### src/rtl/mem_defs.sv
// Shared definitions for the MEM stage: load/store op codes, bus size codes, FSM states.
package mem_defs;

  localparam logic [3:0] LsopNop = 4'd0;
  localparam logic [3:0] LsopLb  = 4'd1;
  localparam logic [3:0] LsopLbu = 4'd2;
  localparam logic [3:0] LsopLh  = 4'd3;
  localparam logic [3:0] LsopLhu = 4'd4;
  localparam logic [3:0] LsopLw  = 4'd5;
  localparam logic [3:0] LsopSb  = 4'd6;
  localparam logic [3:0] LsopSh  = 4'd7;
  localparam logic [3:0] LsopSw  = 4'd8;

  localparam logic [1:0] SizeByte = 2'd0;
  localparam logic [1:0] SizeHalf = 2'd1;
  localparam logic [1:0] SizeWord = 2'd2;

  typedef enum logic [1:0] {
    StIdle = 2'd0,
    StWait = 2'd1,
    StDone = 2'd2
  } state_e;

  function automatic logic is_load(input logic [3:0] op);
    return (op >= LsopLb) && (op <= LsopLw);
  endfunction

  function automatic logic is_store(input logic [3:0] op);
    return (op >= LsopSb) && (op <= LsopSw);
  endfunction

endpackage

### src/rtl/mem_align.sv
// Combinational byte-lane logic: store strobes/data replication and load extraction/extension.
module mem_align
  import mem_defs::*;
(
  input  logic [3:0]  lsop,
  input  logic [1:0]  addr_lo,
  input  logic [31:0] store_data,
  input  logic [31:0] load_word,
  output logic [1:0]  size,
  output logic [3:0]  wstrb,
  output logic [31:0] wdata,
  output logic [31:0] load_data
);

  logic [7:0]  byte_v;
  logic [15:0] half_v;

  // Halves select on addr_lo[1] only, so a misaligned half falls back to its aligned lane.
  always_comb begin
    case (addr_lo)
      2'd0:    byte_v = load_word[7:0];
      2'd1:    byte_v = load_word[15:8];
      2'd2:    byte_v = load_word[23:16];
      default: byte_v = load_word[31:24];
    endcase
    half_v = addr_lo[1] ? load_word[31:16] : load_word[15:0];
  end

  always_comb begin
    size      = SizeByte;
    wstrb     = 4'b0000;
    wdata     = 32'h0;
    load_data = 32'h0;
    case (lsop)
      LsopLb:  load_data = {{24{byte_v[7]}}, byte_v};
      LsopLbu: load_data = {24'h0, byte_v};
      LsopLh: begin
        size      = SizeHalf;
        load_data = {{16{half_v[15]}}, half_v};
      end
      LsopLhu: begin
        size      = SizeHalf;
        load_data = {16'h0, half_v};
      end
      LsopLw: begin
        size      = SizeWord;
        load_data = load_word;
      end
      LsopSb: begin
        wdata = {4{store_data[7:0]}};
        wstrb = 4'b0001 << addr_lo;
      end
      LsopSh: begin
        size  = SizeHalf;
        wdata = {2{store_data[15:0]}};
        wstrb = addr_lo[1] ? 4'b1100 : 4'b0011;
      end
      LsopSw: begin
        size  = SizeWord;
        wdata = store_data;
        wstrb = 4'b1111;
      end
      default: ;
    endcase
  end

endmodule

### src/rtl/mem_stage.sv
// MEM pipeline stage: drives a req/addr_ok/data_ok data bus and aligns results for writeback.
// Optional misalignment exception enabled by defining MEM_ADDR_EXC_EN.
module mem_stage
  import mem_defs::*;
(
  input  logic        clk,
  input  logic        rst,
  input  logic [31:0] mem_wdata_i,
  input  logic [4:0]  mem_wd_i,
  input  logic        mem_wreg_i,
  input  logic [3:0]  mem_lsop_i,
  input  logic [31:0] mem_memaddr_i,
  input  logic [31:0] mem_reg2_i,
  input  logic [31:0] mem_pc_i,
  input  logic        stall_i,
  output logic        data_req,
  output logic        data_wr,
  output logic [1:0]  data_size,
  output logic [3:0]  data_wstrb,
  output logic [31:0] data_addr,
  output logic [31:0] data_wdata,
  input  logic        data_addr_ok,
  input  logic        data_data_ok,
  input  logic [31:0] data_rdata,
  output logic [31:0] wb_wdata_o,
  output logic [4:0]  wb_wd_o,
  output logic        wb_wreg_o,
  output logic [31:0] wb_pc_o,
  output logic        stallreq_mem_o,
  output logic        addr_exc_o
);

  state_e      state_q, state_d;
  logic [31:0] rdata_q;
  logic        op_load, op_store, pending;
  logic [3:0]  wstrb_raw;
  logic [31:0] load_data;

  assign op_load  = is_load(mem_lsop_i);
  assign op_store = is_store(mem_lsop_i);

`ifdef MEM_ADDR_EXC_EN
  logic misalign;
  always_comb begin
    case (mem_lsop_i)
      LsopLh, LsopLhu, LsopSh: misalign = mem_memaddr_i[0];
      LsopLw, LsopSw:          misalign = |mem_memaddr_i[1:0];
      default:                 misalign = 1'b0;
    endcase
  end
  assign addr_exc_o = misalign;
`else
  assign addr_exc_o = 1'b0;
`endif

  assign pending = (op_load | op_store) & ~addr_exc_o;

  mem_align u_align (
    .lsop       (mem_lsop_i),
    .addr_lo    (mem_memaddr_i[1:0]),
    .store_data (mem_reg2_i),
    .load_word  (rdata_q),
    .size       (data_size),
    .wstrb      (wstrb_raw),
    .wdata      (data_wdata),
    .load_data  (load_data)
  );

  always_ff @(posedge clk or posedge rst) begin
    if (rst) begin
      state_q <= StIdle;
    end else begin
      state_q <= state_d;
    end
  end

  // Only a WAIT-state data_ok is a response to our request; stray ones are dropped.
  always_ff @(posedge clk or posedge rst) begin
    if (rst) begin
      rdata_q <= 32'h0;
    end else if ((state_q == StWait) && data_data_ok) begin
      rdata_q <= data_rdata;
    end
  end

  always_comb begin
    state_d = state_q;
    case (state_q)
      StIdle:  if (pending && data_addr_ok) state_d = StWait;
      StWait:  if (data_data_ok) state_d = StDone;
      StDone:  if (!stall_i) state_d = StIdle;
      default: state_d = StIdle;
    endcase
  end

  always_comb begin
    data_req       = (state_q == StIdle) && pending && !rst;
    stallreq_mem_o = pending && (state_q != StDone);
  end

  assign data_wr    = op_store & pending;
  assign data_wstrb = pending ? wstrb_raw : 4'b0000;
  assign data_addr  = {mem_memaddr_i[31:2], 2'b00};

  assign wb_wdata_o = op_load ? load_data : mem_wdata_i;
  assign wb_wreg_o  = mem_wreg_i & ~addr_exc_o;
  assign wb_wd_o    = mem_wd_i;
  assign wb_pc_o    = mem_pc_i;

endmodule

### config.mk
export PLATFORM = sky130hd
export DESIGN_NAME = mem_stage
export DESIGN_NICKNAME = d
export VERILOG_FILES = /design/src/rtl/mem_defs.sv /design/src/rtl/mem_align.sv /design/src/rtl/mem_stage.sv
export SDC_FILE = /design/constraint.sdc
export NUM_CORES = 1
export LEC_CHECK = 0
export ABC_AREA = 1
export CELL_PAD_IN_SITES_DETAIL_PLACEMENT = 1
export CELL_PAD_IN_SITES_GLOBAL_PLACEMENT = 2
export CORE_UTILIZATION = 14
export DETAILED_ROUTE_END_ITERATION = 16
export PLACE_DENSITY = 0.8
export SYNTH_ARGS = -nofsm -noshare
export SYNTH_HDL_FRONTEND = slang
export SYNTH_SLANG_ARGS = --single-unit
### constraint.sdc
create_clock -name clk -period 1.6 [get_ports clk]
set_input_delay 0.32 -clock clk [delete_from_list [all_inputs] [get_ports clk]]
set_output_delay 0.32 -clock clk [all_outputs]
set_load 0.1 [all_outputs]
== Yosys cells after proc, flatten, opt, wreduce, memory -nomap -nowiden ==
Index checks and enable logic that the tools add are counted.

* Flip-flop bits (word level): 34
* Bits of input ports: 175
* Output and inout port bits: 144

* Order comparisons: 4
* Eq/ne operators: 16
* Shifts and indexed selects: 1
* Muxes and demuxes: 13
* Bitwise operators: 2
* Reduce and logical (&&, ||, !) cells: 13

{| class="wikitable"
|+ Operators by type and width
! operator !! count
|-
| one-hot mux 32 bit (5 select lines) || 1
|-
| one-hot mux 32 bit (3 select lines) || 1
|-
| two-way mux 32 bit || 1
|-
| one-hot mux 8 bit (3 select lines) || 1
|-
| == test 4 x 3 -> 1 bit (second input constant) || 4
|-
| two-way mux 16 bit || 1
|-
| one-hot mux 4 bit (3 select lines) || 1
|-
| == test 4 x 2 -> 1 bit (second input constant) || 2
|-
| two-way mux 4 bit || 2
|-
| != test 2 bit (second input constant) || 4
|-
| logical AND 1 bit || 7
|-
| two-way mux 2 bit || 3
|-
| one-hot mux 2 bit (3 select lines) || 1
|-
| == test 2 x 1 -> 1 bit (second input constant) || 2
|-
| == test 2 bit (second input constant) || 2
|-
| == test 4 x 1 -> 1 bit (second input constant) || 1
|-
| == test 4 bit (second input constant) || 1
|-
| >= comparator 4 x 1 -> 1 bit (second input constant) || 1
|-
| >= comparator 4 x 3 -> 1 bit (second input constant) || 1
|-
| less-or-equal comparator 4 x 3 -> 1 bit (second input constant) || 1
|-
| less-or-equal comparator 4 bit (second input constant) || 1
|-
| logical NOT 2 bit || 2
|-
| one-hot mux 2 bit (2 select lines) || 1
|-
| left shift 1 x 2 -> 4 bit (first input constant) || 1
|-
| 6 further kinds || 6
|}

== Longest topological paths before layout ==
* Word-level depth: 6
* Gate-level depth with buffers: 10
* Depth with buffers taken out: 9

== By module ==
From an unflattened synthesis, not the netlist that was laid out.

* Cells, all modules: 618
* Area total of the unflattened synthesis: 3900.0 um^2

{| class="wikitable"
|+ By module, submodules not included
! module !! times used !! cells an instance !! area an instance (um^2) !! sequential area each (um^2)
|-
| mem_stage || 1 || 280 || 2486.1 || 850.8
|-
| mem_align || 1 || 338 || 1413.9 || 0.0
|}

== Worst setup path before layout ==
OpenSTA, ideal clock, no wires.

* Path type: input port to output port
* Start point: in mem_lsop_i[1]
* End point: out data_req
* Arrival time: 3.312 ns
* Required time: 1.280 ns
* Setup slack: -2.032 ns
* Cell stages on the path: 6
* Buffers on the path: 1
* Path through: buf_2 nor2_4 nand2_1 nand2_1 nor2_1 nor4_2

* Word-level cells in the longest chain between the ends: 5
* Elaborated cells between the ends (all ways): 9

{| class="wikitable"
|+ Ends and longest elaborated chain
! item !! line !! source
|-
| start, declared || mem_stage.sv:11 || <nowiki>input logic [3:0] mem_lsop_i,</nowiki>
|-
| >= comparator 4 x 1 -> 1 bit, or another cell as far along || mem_defs.sv:25 || <nowiki>return (op >= LsopLb) && (op <= LsopLw);</nowiki>
|-
| logical AND 1 bit (on tied branches) || mem_defs.sv:25, mem_defs.sv:29 ||
|-
| bitwise OR 1 bit * || mem_stage.sv:56 || <nowiki>assign pending = (op_load | op_store) & ~addr_exc_o;</nowiki>
|-
| logical AND 1 bit * (2 in a row) || mem_stage.sv:97 || <nowiki>data_req = (state_q == StIdle) && pending && !rst;</nowiki>
|-
| end, declared || mem_stage.sv:16 || <nowiki>output logic data_req,</nowiki>
|}

Mark *: on every way between the ends. The rest lies on a longest branch, timed or not.

== Worst setup path after layout ==
* Start point: reg rdata_q[23]
* End point: out wb_wdata_o[10]

* Word-level cells in the longest chain between the ends: 3

{| class="wikitable"
|+ Ends and longest elaborated chain
! item !! line !! source
|-
| start, declared || mem_stage.sv:34 || <nowiki>logic [31:0] rdata_q;</nowiki>
|-
| start signal, assigned || mem_stage.sv:82 || <nowiki>rdata_q <= data_rdata;</nowiki>
|-
| one-hot mux 8 bit (3 select lines) || mem_align.sv:20 || <nowiki>case (addr_lo)</nowiki>
|-
| one-hot mux 32 bit (5 select lines) || mem_align.sv:34 || <nowiki>case (lsop)</nowiki>
|-
| two-way mux 32 bit || mem_stage.sv:105 || <nowiki>assign wb_wdata_o = op_load ? load_data : mem_wdata_i;</nowiki>
|-
| end, declared || mem_stage.sv:25 || <nowiki>output logic [31:0] wb_wdata_o,</nowiki>
|}

No other way between the ends.

==> metrics.csv <==
metric,value,unit
cts_sinks,34,
nFillCells,2666,
wl,18100,microns
crit_chain,o21ai_2 > nand3_2 > nand3_4 > buf_12 > nand4_1 > buf_12,
std_cell_rows,57,
status,"finished, violations left",
max_cap_violations,0,
fin_area,8880,sq um
power_density,860,nW/um^2
path_clk_slew,60,ps
seqCellArea,851,sq um
antenna_cells,0,
io_buffers,179,
async_flop_share,1.00,
synth_seq_area_share,0.244,
cellLeakagePower,3.78,nW
regToRegStartpoint,state_q[1]$_DFFE_PP0P_,
initial_core_util,0.143,
wl_per_cell,17.1,microns
violations,setup timing,
setup_ws,-372,ps
postPlaceCellArea,7530,sq um
synth_cells,524,
power,7.63,mW
ir_worst_vdd,0.000565,V
hold_ws,511,ps
path_class,register to primary output,
startpoint,rdata_q[23]$_DFFE_PP0P_,
fmax,0.507,GHz
min_path_type,input port to async pin,
critical_path_buf_inv_count,2,
grt_max_degree,35,
vias,4321,
reg2reg_slack,190,ps
fin_crit_sh,1.23,
clock-root-buffer,clkbuf_16,
finalHoldViolations,0,
synth_top_area_frac,0.244,
ant_nets,0,
required,1280,ps
cpMaxStageDelayCell,dfrtp_1,
synth_top_area_cell,dfrtp_1,
synth_cell_types,34,
path_delay_family,simple AND/OR/NAND/NOR gates,
multi_input_comb_area,3210,sq um
synth_commonest_cells,"nand2_1, buf_4, inv_1",
dr.pass1.iters,4,
die_w,160,microns
syn_area_per_cell,6.65,sq um
synthTopCellsByArea,"dfrtp_1, buf_4, nand2_1, inv_1, nor2_1",
core,24400,sq um
ff2ff_path_depth,4,
yosysMostFrequentCell,nand2_1,
synth-edff-count,0,
slew_viol_final,0,
dieHeight,160,microns
antenna_found_initial,0,
synthFlopType,dfrtp_1,
critPathMaxFanout,7,
cp.depth,6,
clock_latency,290,ps
rsz0062_at_grt,yes,
ys_ff_latch,34,
preCtsSetupSlack,-905,ps
critical_path.max_stage_delay,390,ps
grt_pass1_wl,27100,microns
setup.worst_path.start_class,register,
drt-vias-per-instance,4.08,
setup_viol,73,
yosys_warnings,0,
fin_nets,910,
netlist_area,3490,sq um
critPathCaptureType,primary output,
gr-total-overflow,0,
post-route-drc-count,0,
cts_made_buffers,5,
place_congestion,0.869,
clk_path_buf_depth,2,
drt_iter0_drc,113,
grt_pass1_vias,4695,
dp_hpwl,14000,microns
arrival,1650,ps
drive_gt1_frac,0.599,
cts_tree,built,
grt_usage,0.137,
synthToLayoutAreaGrowth,155,%
fin_skew,6.72,ps
pin_count,319,
worst_path_most_repeated_cell,buf_12,
die-area,25500,sq um
period_minus_slack,1970,ps
final_util,0.364,
htree_levels,2,
## power by group
part / internal (mW) / total (mW) / switching, mW
combinational: 2.08 / 5.04 / 2.96
clock: 0.706 / 1.10 / 0.397
sequential: 1.25 / 1.49 / 0.234
total: 4.04 / 7.63 / 3.59
## repair_timing
action                                  in CTS  in global routing
cloned                                       3                  2
endpoints found under the setup margin      74                 73
setup buffers                               18                 18
hold buffers                                 0                  0
gates resized for setup                    191                 70
pin swaps                                   43                 31
## tightest hold or removal path, stage by stage
cell and delay (ps):
clkdlybuf4s50_1 480, inv_1 130, buf_12 220
## stage by stage
step,setup TNS [ps],cells
after CTS,-20010,1047
after global routing,-21050,1060
final,-17330,1060
after global placement,-56780,1022
after floorplan,-19920,526
after detailed placement,-57310,1022
## layout by cell type, fill, tap and decap left out, types with 4 or more instances in the layout
cell / instances
nand3_2: 23
nand2_4: 23
nor2_2: 6
nand2_1: 45
nand2_2: 24
inv_1: 40
nand3_1: 11
a21oi_2: 4
nor2_4: 23
a21oi_4: 10
buf_6: 27
o2111ai_4: 17
buf_12: 98
nor2_1: 26
dfrtp_1: 34
nand4_1: 6
nand2_8: 17
inv_2: 19
o21ai_4: 16
a21oi_1: 24
buf_4: 66
clkbuf_16: 7
mux2_2: 8
o21ai_2: 21
clkdlybuf4s50_1: 98
nand3_4: 5
## layer usage
metal / routed length, microns / global-route usage / up-vias
li1: - / - / 2052
met1: 7110 / 0.156 / 2093
met2: 9860 / 0.260 / 159
met3: 1020 / 0.0322 / 17
met4: 158 / 0.0273 / 0
met5: 0 / 0 / -
## final cells by class
type                    count  area share
clock buffers               8      0.0187
inverters                  68      0.0351
multi-input cells         328       0.362
flip-flops and latches     34      0.0959
well taps                 324      0.0457
repair buffers            298       0.442
## worst paths after layout
check / end
worst min-delay path: rdata_q[22]$_DFFE_PP0P_
min in group clk: rdata_q[12]$_DFFE_PP0P_
max in group asynchronous: rdata_q[1]$_DFFE_PP0P_
worst max-delay path: wb_wdata_o[10]
worst min register to register: rdata_q[12]$_DFFE_PP0P_
worst max register to register: rdata_q[3]$_DFFE_PP0P_
## sequential cells by signal (all words and copies together), names as in the netlist
signal and flops:
rdata_q 32, state_q 2
## logic make-up after synthesis
family                 count (synthesis)  synth area share
muxes                                  8            0.0258
and+or+nand+nor                      216             0.286
DFF                                   34             0.244
AOI/OAI and AO/OA                    101             0.172
buffers and inverters                164             0.272
other                                  1           0.00108
(Power assumes the default switching activity.)
